--- src/rtl/sequenced_instruction_decoder_pkg.sv ---
// Shared opcode field constants, phase encoding and the opcode classifier
// used by the sequenced instruction decoder.
package sequenced_instruction_decoder_pkg;

    // Phase ring: one-hot, one bit per phase.
    localparam int PH_W            = 4;
    localparam int IDX_FETCH       = 0;
    localparam int IDX_DECODE      = 1;
    localparam int IDX_EXECUTE     = 2;
    localparam int IDX_INCREMENT   = 3;

    typedef enum logic [PH_W-1:0] {
        PH_FETCH     = 4'b0001,
        PH_DECODE    = 4'b0010,
        PH_EXECUTE   = 4'b0100,
        PH_INCREMENT = 4'b1000
    } phase_t;

    // Opcode class prefixes, matched against the top bits of the instruction.
    localparam logic [1:0] CLS_LOAD     = 2'b00;
    localparam logic [1:0] CLS_ADD      = 2'b01;
    localparam logic [2:0] CLS_SUB      = 3'b101;
    localparam logic [2:0] CLS_BITAND   = 3'b111;
    localparam logic [2:0] CLS_RESERVED = 3'b110;
    localparam logic [3:0] CLS_JUMP     = 4'b1000;
    localparam logic [3:0] CLS_JCOND    = 4'b1001;

    // Condition codes in instruction bits [3:2] of the conditional-jump class.
    localparam logic [1:0] CC_Z  = 2'b00;
    localparam logic [1:0] CC_C  = 2'b01;
    localparam logic [1:0] CC_NZ = 2'b10;
    localparam logic [1:0] CC_NC = 2'b11;

    typedef struct packed {
        logic op;
        logic load;
        logic add;
        logic sub;
        logic bitand_f;
        logic jump;
        logic jumpz;
        logic jumpnz;
        logic jumpc;
        logic jumpnc;
    } strobes_t;

    // Bits [1:0] never influence the decode, so only [7:2] are taken.
    function automatic strobes_t decode_opcode(input logic [7:2] insn);
        strobes_t s;
        s = '0;
        if (insn[7:6] == CLS_LOAD) begin
            s.load = 1'b1;
            s.op   = 1'b1;
        end else if (insn[7:6] == CLS_ADD) begin
            s.add = 1'b1;
            s.op  = 1'b1;
        end else if (insn[7:5] == CLS_SUB) begin
            s.sub = 1'b1;
            s.op  = 1'b1;
        end else if (insn[7:5] == CLS_BITAND) begin
            s.bitand_f = 1'b1;
            s.op       = 1'b1;
        end else if (insn[7:4] == CLS_JUMP) begin
            s.jump = 1'b1;
        end else if (insn[7:4] == CLS_JCOND) begin
            case (insn[3:2])
                CC_Z:    s.jumpz  = 1'b1;
                CC_NZ:   s.jumpnz = 1'b1;
                CC_C:    s.jumpc  = 1'b1;
                default: s.jumpnc = 1'b1;
            endcase
        end
        return s;
    endfunction

endpackage

--- src/rtl/sequenced_instruction_decoder_phase_ring.sv ---
// Four-phase one-hot sequencer: fetch -> decode -> execute -> increment.
// Clear forces fetch and overrides the enable.
module phase_ring
    import sequenced_instruction_decoder_pkg::*;
(
    input  logic clock,
    input  logic input_clear,
    input  logic input_clock_enable,
    output logic fetch,
    output logic decode,
    output logic execute,
    output logic increment
);

    phase_t r_phase;

    always_ff @(posedge clock) begin
        if (input_clear) begin
            r_phase <= PH_FETCH;
        end else if (input_clock_enable) begin
            case (r_phase)
                PH_FETCH:     r_phase <= PH_DECODE;
                PH_DECODE:    r_phase <= PH_EXECUTE;
                PH_EXECUTE:   r_phase <= PH_INCREMENT;
                PH_INCREMENT: r_phase <= PH_FETCH;
                // An upset non-one-hot state recovers to fetch.
                default:      r_phase <= PH_FETCH;
            endcase
        end
    end

    assign fetch     = r_phase[IDX_FETCH];
    assign decode    = r_phase[IDX_DECODE];
    assign execute   = r_phase[IDX_EXECUTE];
    assign increment = r_phase[IDX_INCREMENT];

endmodule

--- src/rtl/sequenced_instruction_decoder.sv ---
// Control-unit front end: phase ring plus combinational, phase-qualified decode.
// Optional macro SEQ_DECODER_ILLEGAL_EN adds output_illegal for reserved opcodes.
module sequenced_instruction_decoder
    import sequenced_instruction_decoder_pkg::*;
(
    input  logic       clock,
    input  logic       input_clear,
    input  logic       input_clock_enable,
    input  logic [7:0] input_a,
    output logic       fetch,
    output logic       decode,
    output logic       execute,
    output logic       increment,
    output logic       output_ip,
    output logic       output_op,
    output logic       output_load,
    output logic       output_add,
    output logic       output_sub,
    output logic       output_bitand,
    output logic       output_jump,
    output logic       output_jumpz,
    output logic       output_jumpnz,
    output logic       output_jumpc,
    output logic       output_jumpnc
`ifdef SEQ_DECODER_ILLEGAL_EN
    ,
    output logic       output_illegal
`endif
);

    strobes_t w_dec;
    strobes_t w_gated;
    logic     w_unused;

    phase_ring u_phase_ring (
        .clock              (clock),
        .input_clear        (input_clear),
        .input_clock_enable (input_clock_enable),
        .fetch              (fetch),
        .decode             (decode),
        .execute            (execute),
        .increment          (increment)
    );

    assign w_dec    = decode_opcode(input_a[7:2]);
    assign w_unused = ^input_a[1:0];

    // Every strobe except the IR strobe is valid only during execute.
    assign w_gated = execute ? w_dec : '0;

    assign output_ip     = decode;
    assign output_op     = w_gated.op;
    assign output_load   = w_gated.load;
    assign output_add    = w_gated.add;
    assign output_sub    = w_gated.sub;
    assign output_bitand = w_gated.bitand_f;
    assign output_jump   = w_gated.jump;
    assign output_jumpz  = w_gated.jumpz;
    assign output_jumpnz = w_gated.jumpnz;
    assign output_jumpc  = w_gated.jumpc;
    assign output_jumpnc = w_gated.jumpnc;

`ifdef SEQ_DECODER_ILLEGAL_EN
    assign output_illegal = execute && (input_a[7:5] == CLS_RESERVED);
`endif

endmodule

--- config.mk ---
export PLATFORM = sky130hd
export DESIGN_NAME = sequenced_instruction_decoder
export DESIGN_NICKNAME = d
export VERILOG_FILES = /design/src/rtl/sequenced_instruction_decoder_pkg.sv /design/src/rtl/sequenced_instruction_decoder_phase_ring.sv /design/src/rtl/sequenced_instruction_decoder.sv
export SDC_FILE = /design/constraint.sdc
export NUM_CORES = 1
export LEC_CHECK = 0
export BUFFER_PORTS_ARGS = -buffer_cell sky130_fd_sc_hd__buf_2
export CORE_AREA = 2 2 39 41
export DETAILED_ROUTE_END_ITERATION = 6
export DIE_AREA = 0 0 41 43
export PLACE_DENSITY_LB_ADDON = 0.1
export SLEW_MARGIN = 15
export SYNTH_ARGS = -nofsm -noshare
export SYNTH_HDL_FRONTEND = slang
export SYNTH_SLANG_ARGS = --single-unit
export TNS_END_PERCENT = 1
--- constraint.sdc ---
create_clock -name clock -period 2.25 [get_ports clock]
set_clock_uncertainty 0.1 [all_clocks]
set_input_delay 0.1125 -clock clock [delete_from_list [all_inputs] [get_ports clock]]
set_output_delay 0.1125 -clock clock [all_outputs]
set_load 0.02 [all_outputs]
# Word level (Yosys, flattened, before mapping)
# Index checks and enable logic that the tools add are counted.
# classes
n_mux	20
n_eq_ne	10
n_reduce_logical	3
# ops
cell	n
1-bit 2-to-1 mux	12
4-bit case mux with 3 select lines	1
10-bit 2-to-1 mux	1
4-bit equality test (second input constant)	2
4-bit 2-to-1 mux	2
8-bit 2-to-1 mux	1
7-bit 2-to-1 mux	1
3-bit equality test (second input constant)	2
6-bit 2-to-1 mux	1
5-bit 2-to-1 mux	1
2-bit by 1-bit equality test with 1-bit output (second input constant)	2
4-bit by 1-bit equality test with 1-bit output (second input constant)	1
4-bit by 2-bit equality test with 1-bit output (second input constant)	1
4-bit by 3-bit equality test with 1-bit output (second input constant)	1
2-bit zero test	2
3-bit OR reduction	1
2-bit equality test (second input constant)	1
# totals
inputBits	11
ff_bits	4

# Logic depth before layout (Yosys ltp)
# Gate-level depths: netlist of the first run.
# logic_depth
word_depth	10
ltp_mapped	3
mapped_depth_nobuf	3

# By module
# A second synthesis of the first run with hierarchy kept.
# hier_totals
cells_unflattened	35
hier_area_um2	330.3
# modules_own_cells
mod	area_each_um2	seq_area_each_um2	n_inst	cells_each
phase_ring	188.9	80.1	1	19
sequenced_instruction_decoder	141.4	0.0	1	16

# Worst setup path before layout of the first run
# No wires, ideal clock.
# synth_timing
path_type	register to output
from	register u_phase_ring.r_phase[2]
to	output output_jumpc
path_slack_ps	689
n_path_buf	0
stages_incl_launch_ff	4
t_arrival_ps	1349
path_cell_list	dfxtp_1 > and4bb_2 > nand2_1 > nor3_1
# synth_between
elab_chain_len	1
# synth_lines
item	line	source
start: declaration	sequenced_instruction_decoder_phase_ring.sv:15	phase_t r_phase;
start signal: assignment	sequenced_instruction_decoder_phase_ring.sv:19	r_phase <= PH_FETCH;
start signal: assignment	sequenced_instruction_decoder_phase_ring.sv:22	PH_FETCH: r_phase <= PH_DECODE;
start signal: assignment	sequenced_instruction_decoder_phase_ring.sv:23	PH_DECODE: r_phase <= PH_EXECUTE;
10-bit 2-to-1 mux	sequenced_instruction_decoder.sv:49	assign w_gated = execute ? w_dec : '0;
end: declaration	sequenced_instruction_decoder.sv:23	output logic output_jumpc,
# No other way between the ends.

# Worst setup path after layout of the first run
# Ends and elaborated chain as after synthesis.

==> flow_summary.json, run 1 <==
{
  "areaGrowthSynthToFinish_pct": 55.2,
  "slowest_stage": "dfxtp_1",
  "comb_power_share": 0.195,
  "clk_pin_slew_ns": 0.04,
  "detail-route-antenna-nets": 0,
  "largest_register_ffs": 4,
  "whs_endpoint": "u_phase_ring.r_phase[3]",
  "io_buffers": 23,
  "power_frac_seq": 0.390,
  "min_period_ns": 1.58,
  "grt_overflow": 0,
  "max_freq_mhz": 631,
  "fp-row-count": 14,
  "fin_ws_ns": 0.665,
  "critPathTopFamily": "simple AND/OR/NAND/NOR gates",
  "yosys.cell_types.count": 18,
  "rsz0062_at_grt": "no",
  "crit_buf_inv": 1,
  "internal_power_mw": 0.153,
  "grt_max_degree": 12,
  "setup_violations": 0,
  "cp_slowest_stage_delay_ns": 0.46,
  "cp_max_fo": 11,
  "cts_buffer_depth": 2,
  "r2r_setup_slack_ns": 0.95,
  "cts_root_buf": "clkbuf_4",
  "drt_iter0_drc": 6,
  "final_max_slew_viol_count": 0,
  "dp_slack_ns": 0.894,
  "grt_first_pass_wirelength_um": 959,
  "antenna_cells": 0,
  "reg_top3": "u_phase_ring.r_phase: 4 flops",
  "coreArea_um2": 1380,
  "grtUsageTotal": 0.0863,
  "vias_per_cell": 4.51,
  "synth_seq_cells": 4,
  "ioPinCount": 26,
  "start_kind": "flop",
  "r2r_start": "u_phase_ring.r_phase[0]",
  "clkPwrFrac": 0.415,
  "cts-htree-levels": 1,
  "antenna_found_initial": 0,
  "slew_headroom": 0.819,
  "path_cells": "and4bb_2 > nand2_1 > nor3_1 > buf_2",
  "cts_tree": "done",
  "clock_sinks": 4,
  "die_x_um": 41,
  "nets": 79,
  "hp-class": "primary input to flop",
  "yosys_warnings": 0,
  "p_sw_mw": 0.0548,
  "numCtsBuffers": 3,
  "arrival_ns": 1.37,
  "avgSynthCellArea_um2": 7.26,
  "place_congestion": 0.690,
  "die_y_um": 43,
  "peakVddDrop_mv": 0.236,
  "drive_gt1_frac": 0.409,
  "syn_area_um2": 290,
  "min_path_cells": 3,
  "leakagePower_nw": 0.228,
  "drv_cap": 0,
  "routedWlPerCell_um": 8.50,
  "yosysSeqAreaShare": 0.276,
  "hold_start": "input_clock_enable",
  "dr.pass1.iters": 3,
  "dp_hpwl_um": 567,
  "switching_share": 0.263,
  "wl_um": 697,
  "hold_violations": 0,
  "rr_endpoint": "u_phase_ring.r_phase[2]",
  "crit_path_end_kind": "primary output",
  "critical_path_class": "flop to primary output",
  "cts_setup_buffers": 0,
  "period_share": 0.704,
  "grt_pass1_vias": 265,
  "synth_cells": 40,
  "rr_worst_depth": 3,
  "regMostFlops": "u_phase_ring.r_phase",
  "via_count": 370,
  "clk_latency_ns": 0.23,
  "drc": 0,
  "crit_required_ns": 2.04,
  "setup_tns_ns": 0,
  "synth_nets": 51,
  "status": "finished clean",
  "start_util": 0.210,
  "max_slew.worst_pin.slew_ns": 0.268,
  "powerDensity_nw_per_um2": 462,
  "die_area_um2": 1760
}
-- cell families (layout without fill, tap and decap cells) --
| group | count (synthesis) | in the layout | synth area share |
|---|---|---|---|
| buffers and inverters | 5 | 31 | 0.0776 |
| AO/OA/AOI/OAI | 7 | 7 | 0.142 |
| flip-flops | 4 | 4 | 0.276 |
| AND/OR/NAND/NOR | 24 | 24 | 0.504 |
-- worst max-delay path by stage --
stage                                        from      endpoint  depth (start not counted)
final                     u_phase_ring.r_phase[2]  output_jumpc                          4
after global routing      u_phase_ring.r_phase[2]  output_jumpc                          4
after CTS                 u_phase_ring.r_phase[2]  output_jumpc                          4
after detailed placement  u_phase_ring.r_phase[2]  output_jumpc                          4
after global placement    u_phase_ring.r_phase[2]  output_jumpz                          4
after floorplan           u_phase_ring.r_phase[2]  output_jumpc                          3
-- synth_stat cells --
cell | number | area share
or4b_1 | 1 | 0.034
inv_1 | 4 | 0.052
nor3b_1 | 3 | 0.078
nor4b_1 | 1 | 0.030
o21ai_0 | 1 | 0.017
nor2_1 | 6 | 0.078
nand2_1 | 1 | 0.013
buf_4 | 1 | 0.026
o311ai_0 | 1 | 0.030
nand2b_1 | 3 | 0.065
and4bb_2 | 1 | 0.043
nor2b_1 | 2 | 0.043
a21oi_1 | 4 | 0.069
nand3b_1 | 2 | 0.052
nor3_1 | 2 | 0.034
a21boi_0 | 1 | 0.026
nand3_1 | 2 | 0.034
dfxtp_1 | 4 | 0.28
-- per-layer routing --
metal / global-route usage / vias to the layer above / wire length, um
met4: 0.100 / 0 / 0
met3: 0.0314 / 0 / 76
met1: 0.0737 / 156 / 306
met2: 0.131 / 22 / 314
met5: 0 / - / 0
li1: - / 192 / -
-- power by group through the flow --
stage / Clock [mW] / Sequential [mW] / Combinational [mW]
floorplan: 0 / 0.0862 / 0.0177
global placement: 0 / 0.0826 / 0.0396
detailed placement: 0 / 0.0821 / 0.0396
CTS: 0.0904 / 0.0810 / 0.0410
global route: 0.0993 / 0.0824 / 0.0451
finish: 0.0863 / 0.0811 / 0.0406
-- metrics by stage --
stage	instance area, um^2	hold WS [ns]	instances	power [mW]	utilization
detailed placement	418	0.227	78	0.122	0.302
floorplan	290	0.0816	40	0.104	-
global placement	418	0.237	78	0.122	0.302
CTS	450	0.122	82	0.212	0.325
global route	450	0.129	82	0.227	0.325
finish	450	0.135	82	0.208	0.325
-- worst reg2reg max path, cell delays in order (launching register included) --
cell and delay [ns]:
dfxtp_1 0.35, nand2b_1 0.17, or4b_1 0.47, a21oi_1 0.14
-- final cells by class --
type / instances / area (um^2)
fillers: 153 / 933
repair buffers: 24 / 125
clock buffers: 3 / 22.5
well taps: 16 / 20.0
flip-flops and latches: 4 / 80.1
multi-input cells: 31 / 188
inverters: 4 / 15.0
-- cells in the final DEF (no fill, tap or decap), drive strengths merged, types with 2 or more instances in the layout --
master / netlist / final
nand2b: 3 / 3
nor2: 6 / 6
nor3b: 3 / 3
nand3: 2 / 2
nor2b: 2 / 2
buf: 1 / 23
inv: 4 / 4
nor3: 2 / 2
a21oi: 4 / 4
nand3b: 2 / 2
dfxtp: 4 / 4
clkbuf: 0 / 3
-- repair_timing --
| item | 4_1_cts | 5_1_grt |
|---|---|---|
| hold buffers | 1 | 0 |
| resized for setup | 0 | 0 |
| setup endpoints to repair | 0 | 0 |
| endpoints found under the hold margin | 3 | 0 |
(Power assumes the default switching activity.)
==> inputs of run 2 (changes only) <==
--- a/config.mk
+++ b/config.mk
@@ -5,6 +5,7 @@
 export SDC_FILE = /design/constraint.sdc
 export NUM_CORES = 1
 export LEC_CHECK = 0
+export ABC_AREA = 1
 export BUFFER_PORTS_ARGS = -buffer_cell sky130_fd_sc_hd__buf_2
 export CORE_AREA = 2 2 39 41
 export DETAILED_ROUTE_END_ITERATION = 6
==> constraint.sdc (replaced) <==
create_clock -name clock -period 1.4 [get_ports clock]
set_clock_uncertainty 0.1 [all_clocks]
set_input_delay 0.07 -clock clock [delete_from_list [all_inputs] [get_ports clock]]
set_output_delay 0.07 -clock clock [all_outputs]
set_load 0.02 [all_outputs]
==> run 2 against run 1 <==
Against the previous run:
- clock power grew 62%
- sequential cell count is the same
- sequential share of layout area is 0.21 points lower
- total power grew 76%
- area after synthesis down 3.9%
==> flow_summary.json, run 2 <==
{
  "grtUsageTotal": 0.0943,
  "drc": 0,
  "detail-route-antenna-nets": 0,
  "cts_tree": "done",
  "yosysSeqAreaShare": 0.287,
  "largest_register_ffs": 4,
  "yosys.area.top_type_share": 0.287,
  "synth_seq_cells": 4,
  "clock_sinks": 4,
  "slew_headroom": 0.868,
  "leakagePower_nw": 0.255,
  "cts_setup_buffers": 0,
  "synth_commonest_cells": "13 x nor2_1, 9 x inv_1, 7 x nand2_1",
  "reg_top3": "u_phase_ring.r_phase: 4 flops",
  "drt_iter0_drc": 8,
  "regMostFlops": "u_phase_ring.r_phase",
  "async_flop_share": 0,
  "crit_path_end_kind": "primary output",
  "postPlaceCellArea_um2": 420,
  "vias_per_cell": 4.22,
  "crit_required_ns": 1.23,
  "powerDensity_nw_per_um2": 790,
  "io_buffers": 23,
  "antenna_cells": 0,
  "avgSynthCellArea_um2": 5.58,
  "fp-row-count": 14,
  "cts-htree-levels": 1,
  "antenna_found_initial": 0,
  "synth_nets": 61,
  "setup_tns_ns": 0,
  "stdcell_area_um2": 463,
  "grt_max_degree": 7,
  "nets": 90,
  "coreArea_um2": 1380,
  "max_slew.worst_pin.slew_ns": 0.196,
  "start_kind": "flop",
  "mostFrequentLayoutCells": "22 x buf_2, 13 x nor2_1, 9 x inv_1",
  "r2r_setup_slack_ns": 0.36,
  "cp_max_fo": 5,
  "clk_pin_slew_ns": 0.03,
  "final_common_cell": "buf_2",
  "cts_root_buf": "clkbuf_4",
  "hp-class": "primary input to flop",
  "place_congestion": 0.692,
  "hold_violations": 0,
  "grt_pass1_vias": 321,
  "fillers": 165,
  "clk_latency_ns": 0.23,
  "period_share": 0.962,
  "critical_path_class": "flop to primary output",
  "peakVddDrop_mv": 0.301,
  "numCtsBuffers": 3,
  "dp_hpwl_um": 585,
  "syn_area_um2": 279,
  "die_y_um": 43,
  "synth_area_leaders": "dfxtp_1 29%, nor2_1 17%, inv_1 12%",
  "max_freq_mhz": 742,
  "start_util": 0.202,
  "arrival_ns": 1.18,
  "status": "finished clean",
  "routedWlPerCell_um": 8.30,
  "final_max_slew_viol_count": 0,
  "grt_overflow": 0,
  "drv_cap": 0,
  "dr.pass1.iters": 4,
  "rsz0062_at_grt": "yes",
  "yosysMostFrequentCell": "nor2_1",
  "p_total_mw": 0.366,
  "synth_cells": 50,
  "cts_buffer_depth": 2,
  "ioPinCount": 26,
  "via_count": 392,
  "drive_gt1_frac": 0.403,
  "yosys.cell_types.count": 12,
  "die_area_um2": 1760,
  "min_period_ns": 1.35,
  "setup_violations": 0,
  "die_x_um": 41,
  "yosys_warnings": 0,
  "synth_edf_count": 0,
  "areaGrowthSynthToFinish_pct": 65.9,
  "synth_top_cell_by_area": "dfxtp_1",
  "wl_um": 772,
  "synthFlopType": "dfxtp_1",
  "grt_first_pass_wirelength_um": 1080
}
run 2: cell families after synthesis:
group | Yosys count | synth area share
buffers and inverters | 11 | 0.161
AND/OR/NAND/NOR | 30 | 0.462
flip-flops | 4 | 0.287
AO/OA/AOI/OAI | 5 | 0.0897
run 2: metal layers:
layer / routed length (um) / up-vias / track usage
li1: - / 212 / -
met1: 348 / 160 / 0.0962
met2: 331 / 18 / 0.144
met3: 85 / 2 / 0.0157
met4: 8 / 0 / 0.100
met5: 0 / - / 0
run 2: final cells by class:
class                      count  area (um^2)  share of cell area
multi-input combinational     35          166               0.359
timing repair buffer          25          135               0.292
sequential                     4         81.3               0.176
inverter                      10         37.5              0.0811
clock buffer                   3         22.5              0.0486
tap                           16         20.0              0.0432
run 2: power by group:
group          switching [mW]  leakage [nW]  internal [mW]  total, mW
combinational          0.0588         0.207         0.0359     0.0947
sequential            0.00746        0.0335          0.123      0.131
clock                  0.0447        0.0138         0.0957      0.140
total                   0.111         0.255          0.255      0.366
run 2: path summary, 6_finish.rpt:
kind,from,endpoint,cells past startpoint
setup reg to reg,u_phase_ring.r_phase[2],u_phase_ring.r_phase[0],6
hold / removal,input_clock_enable,u_phase_ring.r_phase[2],3
hold reg to reg,u_phase_ring.r_phase[0],u_phase_ring.r_phase[0],2
setup / recovery,u_phase_ring.r_phase[2],output_jumpc,4
run 2: what timing repair did:
item / in CTS / in global routing
endpoints found under the setup margin: 0 / 4
endpoints found under the hold margin: 1 / 0
gates resized for setup: 0 / 3
hold buffers: 1 / 0
run 2: per-stage QoR:
stage	cells	hold slack (ns)	setup slack [ns]	utilization
after floorplan	50	0.0656	-0.102	-
after global placement	89	0.176	0.282	0.304
after detailed placement	89	0.176	0.273	0.304
after CTS	93	0.0423	0.0227	0.327
after global routing	93	0.0705	-0.00323	0.335
final	93	0.0411	0.0529	0.335
run 2: critical path: stages (launching register included):
cell     delay [ns]
dfxtp_2        0.32
inv_2          0.06
or2_1          0.21
nor3_1         0.17
buf_2          0.19
